**config.mk**
```make
export PLATFORM = sky130hd
export DESIGN_NAME = apb_master_bridge
export DESIGN_NICKNAME = d
export VERILOG_FILES = /design/src/rtl/apb_bridge_pkg.sv /design/src/rtl/apb_wdog.sv /design/src/rtl/apb_master_bridge.sv
export SDC_FILE = /design/constraint.sdc
export NUM_CORES = 1
export LEC_CHECK = 0
export ABC_AREA = 0
export CORE_MARGIN = 5
export CORE_UTILIZATION = 36
export DETAILED_ROUTE_END_ITERATION = 8
export GPL_ROUTABILITY_DRIVEN = 0
export PLACE_DENSITY = 0.77
export SYNTH_ARGS = -nofsm -noshare
export SYNTH_HDL_FRONTEND = slang
export SYNTH_SLANG_ARGS = --single-unit
```
**constraint.sdc**
```tcl
create_clock -name clk -period 1.72 [get_ports clk]
set_input_delay 0.344 -clock clk [delete_from_list [all_inputs] [get_ports clk]]
set_output_delay 0.344 -clock clk [all_outputs]
set_load 0.01 [all_outputs]
```
**src/rtl/apb_bridge_pkg.sv**
```systemverilog
// Shared definitions for the APB master bridge and the upstream address decoder.
// Provides the bridge FSM state enum, default APB window/timeout and a range check.
package apb_bridge_pkg;

   typedef enum logic [1:0] {
      IDLE   = 2'd0,
      SETUP  = 2'd1,
      ACCESS = 2'd2,
      RESP   = 2'd3
   } state_t;

   localparam logic [31:0] APB_START_DEF = 32'h4000_0000;
   localparam logic [31:0] APB_END_DEF   = 32'h7FFF_FFFF;
   localparam int unsigned TIMEOUT_DEF   = 16;

   // Unsigned inclusive window test; an end of all-ones cannot wrap.
   function automatic logic in_range(
      input logic [31:0] addr,
      input logic [31:0] lo,
      input logic [31:0] hi
   );
      return (addr >= lo) && (addr <= hi);
   endfunction

endpackage

```
**src/rtl/apb_wdog.sv**
```systemverilog
// Wait-state watchdog: counts consecutive stalled ACCESS cycles.
// Ports: clk, rst (sync high), clear, en (stall this cycle), expired (this stall is the last allowed).
module apb_wdog
   import apb_bridge_pkg::*;
#(
   parameter int unsigned TIMEOUT = TIMEOUT_DEF
) (
   input  logic clk,
   input  logic rst,
   input  logic clear,
   input  logic en,
   output logic expired
);

   localparam logic [7:0] LAST = 8'(TIMEOUT - 1);

   logic [7:0] cnt;

   always_ff @(posedge clk) begin
      if (rst || clear) begin
         cnt <= 8'd0;
      end else if (en) begin
         cnt <= cnt + 8'd1;
      end
   end

   // Fires during the TIMEOUT-th stalled cycle so the FSM can leave
   // ACCESS at the end of it.
   assign expired = en && (cnt == LAST);

endmodule

```
**src/rtl/apb_master_bridge.sv**
```systemverilog
// Bridges a valid/ready request/response master onto a single APB completer.
// Ports: clk, rst; M_req_* request, M_rsp_* response; P* APB requester signals.
module apb_master_bridge
   import apb_bridge_pkg::*;
#(
   parameter logic [31:0] APB_START = APB_START_DEF,
   parameter logic [31:0] APB_END   = APB_END_DEF,
   parameter int unsigned TIMEOUT   = TIMEOUT_DEF
) (
   input  logic        clk,
   input  logic        rst,
   input  logic        M_req_valid,
   output logic        M_req_ready,
   input  logic        M_write,
   input  logic [31:0] M_addr,
   input  logic [31:0] M_wdata,
   input  logic [3:0]  M_strb,
   output logic        M_rsp_valid,
   input  logic        M_rsp_ready,
   output logic [31:0] M_rdata,
   output logic        M_err,
   output logic        PSEL,
   output logic        PENABLE,
   output logic        PWRITE,
   output logic [31:0] PADDR,
   output logic [31:0] PWDATA,
   output logic [3:0]  PSTRB,
   input  logic [31:0] PRDATA,
   input  logic        PREADY,
   input  logic        PSLVERR
);

   state_t state;
   state_t state_nxt;
   logic   hs;
   logic   in_rng;
   logic   expired;
   logic   wd_clear;
   logic   wd_en;

   assign in_rng = in_range(M_addr, APB_START, APB_END);
   assign hs     = M_req_valid && M_req_ready;

   apb_wdog #(
      .TIMEOUT (TIMEOUT)
   ) u_wdog (
      .clk     (clk),
      .rst     (rst),
      .clear   (wd_clear),
      .en      (wd_en),
      .expired (expired)
   );

   always_ff @(posedge clk) begin
      if (rst) begin
         state <= IDLE;
      end else begin
         state <= state_nxt;
      end
   end

   always_comb begin
      state_nxt   = state;
      M_req_ready = 1'b0;
      M_rsp_valid = 1'b0;
      PSEL        = 1'b0;
      PENABLE     = 1'b0;
      wd_clear    = 1'b1;
      wd_en       = 1'b0;
      unique case (state)
         IDLE: begin
            M_req_ready = !rst;
            if (M_req_valid && !rst) begin
               state_nxt = in_rng ? SETUP : RESP;
            end
         end
         SETUP: begin
            PSEL      = 1'b1;
            state_nxt = ACCESS;
         end
         ACCESS: begin
            PSEL     = 1'b1;
            PENABLE  = 1'b1;
            wd_clear = 1'b0;
            wd_en    = !PREADY;
            // PREADY takes priority over an expiring watchdog.
            if (PREADY || expired) begin
               state_nxt = RESP;
            end
         end
         RESP: begin
            M_rsp_valid = 1'b1;
            if (M_rsp_ready) begin
               state_nxt = IDLE;
            end
         end
         default: state_nxt = IDLE;
      endcase
   end

   always_ff @(posedge clk) begin
      if (rst) begin
         PWRITE  <= 1'b0;
         PADDR   <= 32'd0;
         PWDATA  <= 32'd0;
         PSTRB   <= 4'd0;
         M_rdata <= 32'd0;
         M_err   <= 1'b0;
      end else begin
         if (hs) begin
            PWRITE  <= M_write;
            PADDR   <= M_addr;
            PWDATA  <= M_wdata;
            PSTRB   <= M_strb;
            M_rdata <= 32'd0;
            M_err   <= !in_rng;
         end
         if (state == ACCESS) begin
            if (PREADY) begin
               M_err   <= PSLVERR;
               // Read data only for successful reads.
               M_rdata <= (!PWRITE && !PSLVERR) ? PRDATA : 32'd0;
            end else if (expired) begin
               M_err   <= 1'b1;
               M_rdata <= 32'd0;
            end
         end
      end
   end

endmodule
```
# [After elaboration in Yosys (flattened, before gate mapping)]
# Index checks and enable logic that the tools add are counted.
[classes] magnitude_cmp=2 add_sub_neg=1 muxes=20 eq_ne=7 n_reduce_logical=15
[ops] cell="2-to-1 mux 32 bit" count=5
[ops] cell="greater-or-equal comparator 32 x 31 -> 1 bit, second input constant" count=1
[ops] cell="less-or-equal comparator 32 x 31 -> 1 bit, second input constant" count=1
[ops] cell="2-to-1 mux 1 bit" count=10
[ops] cell="adder 8 x 1 -> 8 bit, second input constant" count=1
[ops] cell="equality test 8 x 4 -> 1 bit, second input constant" count=1
[ops] cell="2-to-1 mux 2 bit" count=4
[ops] cell="case mux 2 bit (4 select lines)" count=1
[ops] cell="inequality test 2 bit, second input constant" count=3
[ops] cell="logical AND 1 bit" count=5
[ops] cell="logical NOT 1 bit" count=5
[ops] cell="equality test 2 bit, second input constant" count=2
[ops] cell="AND reduction 3 bit" count=1
[ops] cell="equality test 2 x 1 -> 1 bit, second input constant" count=1
[ops] cell="logical NOT 2 bit" count=1
[ops] cell="logical OR 1 bit" count=2
[ops] cell="OR reduction 2 bit" count=1
[totals] word_cells=53 output_inout_bits=106 reg_bits=112 inputBits=107

# [Longest topological paths before layout]
[depth] depth_word=7 ltp_mapped=9 depth_no_buf=6

# [Modules after synthesis]
# Synthesis repeated with hierarchy kept, for this count alone.
[unflattened] cells_unflattened=476 hier_area_um2=4483.0
[by_module_without_submodules] module="apb_master_bridge" cells_per_inst=437 n_inst=1 area_per_inst_um2=4126.5
[by_module_without_submodules] module="apb_wdog" cells_per_inst=39 n_inst=1 area_per_inst_um2=356.6

# [Worst setup path after synthesis]
# Ideal clock, no wire load.
[synth_path] kind="register to register" from="reg state[0]" to="reg PADDR[10]" t_required_ns=1.661 arrival_ns=1.694 synth_period_minus_slack_ns=1.753 stages_incl_launch_ff=10 setup_slack_ns=-0.033 path_cell_list="dfxtp_1 -> inv_1 -> ha_1 -> nor2b_1 -> and2_1 -> clkbuf_1 -> buf_2 -> buf_2 -> nand2_1 -> nand2_1"
[synth_via] elab_chain_len=3
[synth_rtl] element="start: declaration" line_no="apb_master_bridge.sv:33" rtl="state_t state;"
[synth_rtl] element="start signal: assignment" line_no="apb_master_bridge.sv:58" rtl="state <= state_nxt;"
[synth_rtl] element="logical NOT 2 bit" line_no="apb_master_bridge.sv:70" rtl="unique case (state)"
[synth_rtl] element="2-to-1 mux 1 bit" line_no="apb_master_bridge.sv:70"
[synth_rtl] element="via M_req_ready" line_no="apb_master_bridge.sv:13" rtl="output logic M_req_ready,"
[synth_rtl] element="logical AND 1 bit" line_no="apb_master_bridge.sv:42" rtl="assign hs = M_req_valid && M_req_ready;"
[synth_rtl] element="end signal: assignment" line_no="apb_master_bridge.sv:112" rtl="PADDR <= M_addr;"
[synth_rtl] element="end: declaration" line_no="apb_master_bridge.sv:25" rtl="output logic [31:0] PADDR,"
# The timed path passes the listed nets, and every way through them passes these cells.
# A chain may end at the register's enable or synchronous reset.

# [Worst setup path in the final report]
[layout_path] from="reg u_wdog.cnt[7]" to="reg M_rdata[9]"
[layout_via] elab_chain_len=5
[layout_rtl] element="start: declaration" line_no="apb_wdog.sv:17" rtl="logic [7:0] cnt;"
[layout_rtl] element="start signal: assignment" line_no="apb_wdog.sv:23" rtl="cnt <= cnt + 8'd1;"
[layout_rtl] element="equality test 8 x 4 -> 1 bit" line_no="apb_wdog.sv:29" rtl="assign expired = en && (cnt == LAST);"
[layout_rtl] element="logical AND 1 bit" line_no="apb_wdog.sv:29"
[layout_rtl] element="2-to-1 mux 32 bit" line_no="apb_master_bridge.sv:123" rtl="end else if (expired) begin"
[layout_rtl] element="2-to-1 mux 32 bit" line_no="apb_master_bridge.sv:119" rtl="if (PREADY) begin"
[layout_rtl] element="2-to-1 mux 32 bit" line_no="apb_master_bridge.sv:118" rtl="if (state == ACCESS) begin"
[layout_rtl] element="end signal: assignment" line_no="apb_master_bridge.sv:122" rtl="M_rdata <= (!PWRITE && !PSLVERR) ? PRDATA : 32'd0;"
[layout_rtl] element="end: declaration" line_no="apb_master_bridge.sv:20" rtl="output logic [31:0] M_rdata,"
# Every way passes these cells.

==> summary.md <==
| Metric | Value |
|---|---|
| Status | `finished, final reports clean` |
| CTS tree | `done` |
| Share of layout cells above drive strength 1 | `0.0685` |
| Clock buffer depth | `2` |
| R2R setup slack | `0.05 ns` |
| RR Endpoint | `M_rdata[9]` |
| Hold Path Sink | `state[1]` |
| Core Region | `11,400 um2` |
| Htree depth | `3` |
| Pre-CTS setup slack | `-0.183 ns` |
| First-pass GRT wire length | `20.2 mm` |
| CTS clk-pin slew, worst paths | `0.07 ns` |
| Die Span X | `117 um` |
| CP startpoint kind | `flip-flop` |
| Initial Utilization | `0.365` |
| Post-Syn Nets | `555` |
| Worst relative slew slack | `0.658` |
| CP max FO | `32` |
| CTS Hold Bufs | `0` |
| Post-Syn Instances | `443` |
| Hold depth | `3` |
| FMAX | `598 MHz` |
| Routed wire length | `12.4 mm` |
| Max-Cap Viols | `0` |
| Max-slew violation count | `0` |
| Antenna viol nets, final | `0` |
| Arrival time at the worst endpoint | `1.90 ns` |
| Hold Vio Cnt, Final | `0` |
| Final period util | `0.973` |
| Ys Warns | `0` |
| CTS root buf | `clkbuf_16` |
| Min Clock Period, post-route | `1.67 ns` |
| Pin count of the biggest net entering global routing | `68` |
| Cell Area, Synth | `4150 um2` |
| GRT Util Overall | `0.176` |
| Final net count | `764` |
| I/O pin total | `213` |
| Reg2reg start | `u_wdog.cnt[7]` |
| CTS Buf Count | `9` |
| Leakage power | `2.82 nW` |
| Diode count | `0` |
| Number of synthesized register bits | `112` |
| Port buffer count | `212` |
| Cell row count | `39` |
| Worst r2r path cells | `5` |
| Drt initial violations | `199` |
| RSZ-0062 raised after global routing | `true` |
| Worst Skew | `0.00722 ns` |
| Critical path class | `reg -> reg` |
| Slew @ Worst Pin | `0.512 ns` |
| Worst hold start | `rst` |
| Sum Neg Setup Slack | `0 ns` |
| Number of setup violations in the final report | `0` |
| CP startpoint | `u_wdog.cnt[7]` |
| 1st-pass router iterations | `5` |
| Area grow syn2layout | `63.9%` |
| GRT overflow | `0` |
| Average cell area after synthesis | `9.37 um2` |
| Vias in the first global route | `3,962` |
| Seq/Total Area, Yosys | `0.540` |
| Peak supply drop | `0.757 mV` |
| Die H | `117 um` |
| Filler Cell Count | `974` |
| Dpl hpwl | `9.24 mm` |
| Crit. End Element | `flip-flop` |
| TritonCTS Sinks | `112` |
| Clock latency on the worst-skew pair | `0.34 ns` |
| Initial antenna violation count | `0` |
| DIE AREA | `13,800 um2` |
| Final worst setup slack | `0.0465 ns` |
| Via-per-instance ratio | `4.78` |
| Vias after detailed routing | `3,825` |
| Worst min-delay path class | `in -> reg` |
| DRC errors left | `0` |
| CP Data Required Time | `1.95 ns` |
| Pwr per Cell Area | `1110 nW/um2` |
| Routed WL per cell | `15.5 um` |
| Synth unique cells | `33` |
-- cell type report --
cell class,instances,area [um2],share of cell area
Multi-Input combinational cell,295,1780,0.262
Clock inverter,3,40.0,0.00588
Timing Repair Buffer,228,2280,0.334
Tap cell,143,179,0.0263
Clock buffer,13,260,0.0382
Inverter,6,22.5,0.00331
Sequential cell,112,2240,0.330
-- synthesized netlist by cell type (all sizes together) --
cell type | count | area share
xnor2 | 4 | 0.0084
a22o | 32 | 0.067
nand4b | 1 | 0.0021
a211oi | 1 | 0.0018
nand3b | 70 | 0.13
a21oi | 1 | 0.0012
o21ai | 2 | 0.0024
mux2i | 3 | 0.0072
o21bai | 1 | 0.0018
a211o | 1 | 0.0021
dfxtp | 112 | 0.54
and2 | 2 | 0.0030
nor2 | 10 | 0.0090
nor3 | 2 | 0.0051
nand2 | 141 | 0.13
or3 | 1 | 0.0015
nor2b | 3 | 0.0045
clkbuf | 21 | 0.019
buf | 9 | 0.015
nor4b | 1 | 0.0036
nand2b | 4 | 0.0066
xor2 | 2 | 0.0042
o221ai | 1 | 0.0021
inv | 6 | 0.0054
ha | 5 | 0.015
nor4 | 2 | 0.0030
or4 | 1 | 0.0027
nand3 | 2 | 0.0024
a2111oi | 2 | 0.0087
-- layout by cell type, fill, tap and decap left out, types with 4 or more instances in the layout --
master           Yosys  final
nand3b_1            70     70
clkbuf_16            0      9
nor2_1              10     10
a22o_1              32     32
dfxtp_1            112    110
xnor2_1              4      4
buf_4                0     12
clkdlybuf4s50_1      0    206
inv_1                6      5
nand2_1            141    141
-- power breakdown --
part	internal (W)	leakage [nW]	total, W	switching (W)
logic	0.00124	1.76	0.00224	0.000994
registers	0.00299	0.915	0.00320	0.000219
clock network	0.00121	0.150	0.00209	0.000887
total	0.00544	2.82	0.00754	0.00210
-- metrics by stage --
| stage | power (W) | instances | hold WS (ns) | cell area [um2] | utilization |
|---|---|---|---|---|---|
| 2_1_floorplan | 0.00415 | 443 | 0.443 | 4160 | - |
| 5_1_grt | 0.00797 | 800 | 0.442 | 6810 | 0.599 |
| 6_report | 0.00754 | 800 | 0.413 | 6810 | 0.599 |
| 3_3_place_gp | 0.00543 | 784 | 0.458 | 6480 | 0.570 |
| 3_5_place_dp | 0.00549 | 784 | 0.463 | 6480 | 0.570 |
| 4_1_cts | 0.00761 | 800 | 0.378 | 6780 | 0.597 |
-- logic make-up after synthesis --
kind of cell	Yosys count	share of synthesized area
DFF	112	0.540
muxes	3	0.00723
adders and majority gates	5	0.0151
buffers and inverters	36	0.0398
AOI/OAI and AO/OA	41	0.0877
xor gates and xnor gates	6	0.0127
and+or+nand+nor	240	0.298
-- routing by layer --
| layer | GRT usage | vias up | part of all wire |
|---|---|---|---|
| met4 | 0.0529 | 0 | 0.012 |
| met2 | 0.280 | 167 | 0.46 |
| met1 | 0.211 | 1745 | 0.42 |
| met3 | 0.0818 | 13 | 0.11 |
| met5 | 0 | - | 0 |
| li1 | - | 1900 | - |
-- sequential cells by signal (all words and copies together), names as in the netlist --
name and flops:
PSTRB 4, M_rdata 32, PWRITE 1, state 2, PWDATA 32, u_wdog.cnt 8
PADDR 32, M_err 1
-- repair_timing --
action	4_1_cts	5_1_grt
setup buffers	0	0
endpoints found under the setup margin	36	36
pin swaps	0	1
gates resized for setup	12	5
-- worst max-delay path: stages (launching register included) --
cell and delay [ns]:
dfxtp_2 0.33, or4_4 0.55, nor3_4 0.18, a2111oi_4 0.08, buf_12 0.17, a22o_1 0.25
-- worst max path at each step --
stage	end	cells past startpoint
finish	M_rdata[9]	5
global route	M_rdata[9]	6
CTS	M_req_ready	4
detailed placement	PWDATA[31]	5
global placement	PADDR[1]	5
floorplan	PADDR[10]	9
No activity file was read; power rests on OpenSTA's default activity.
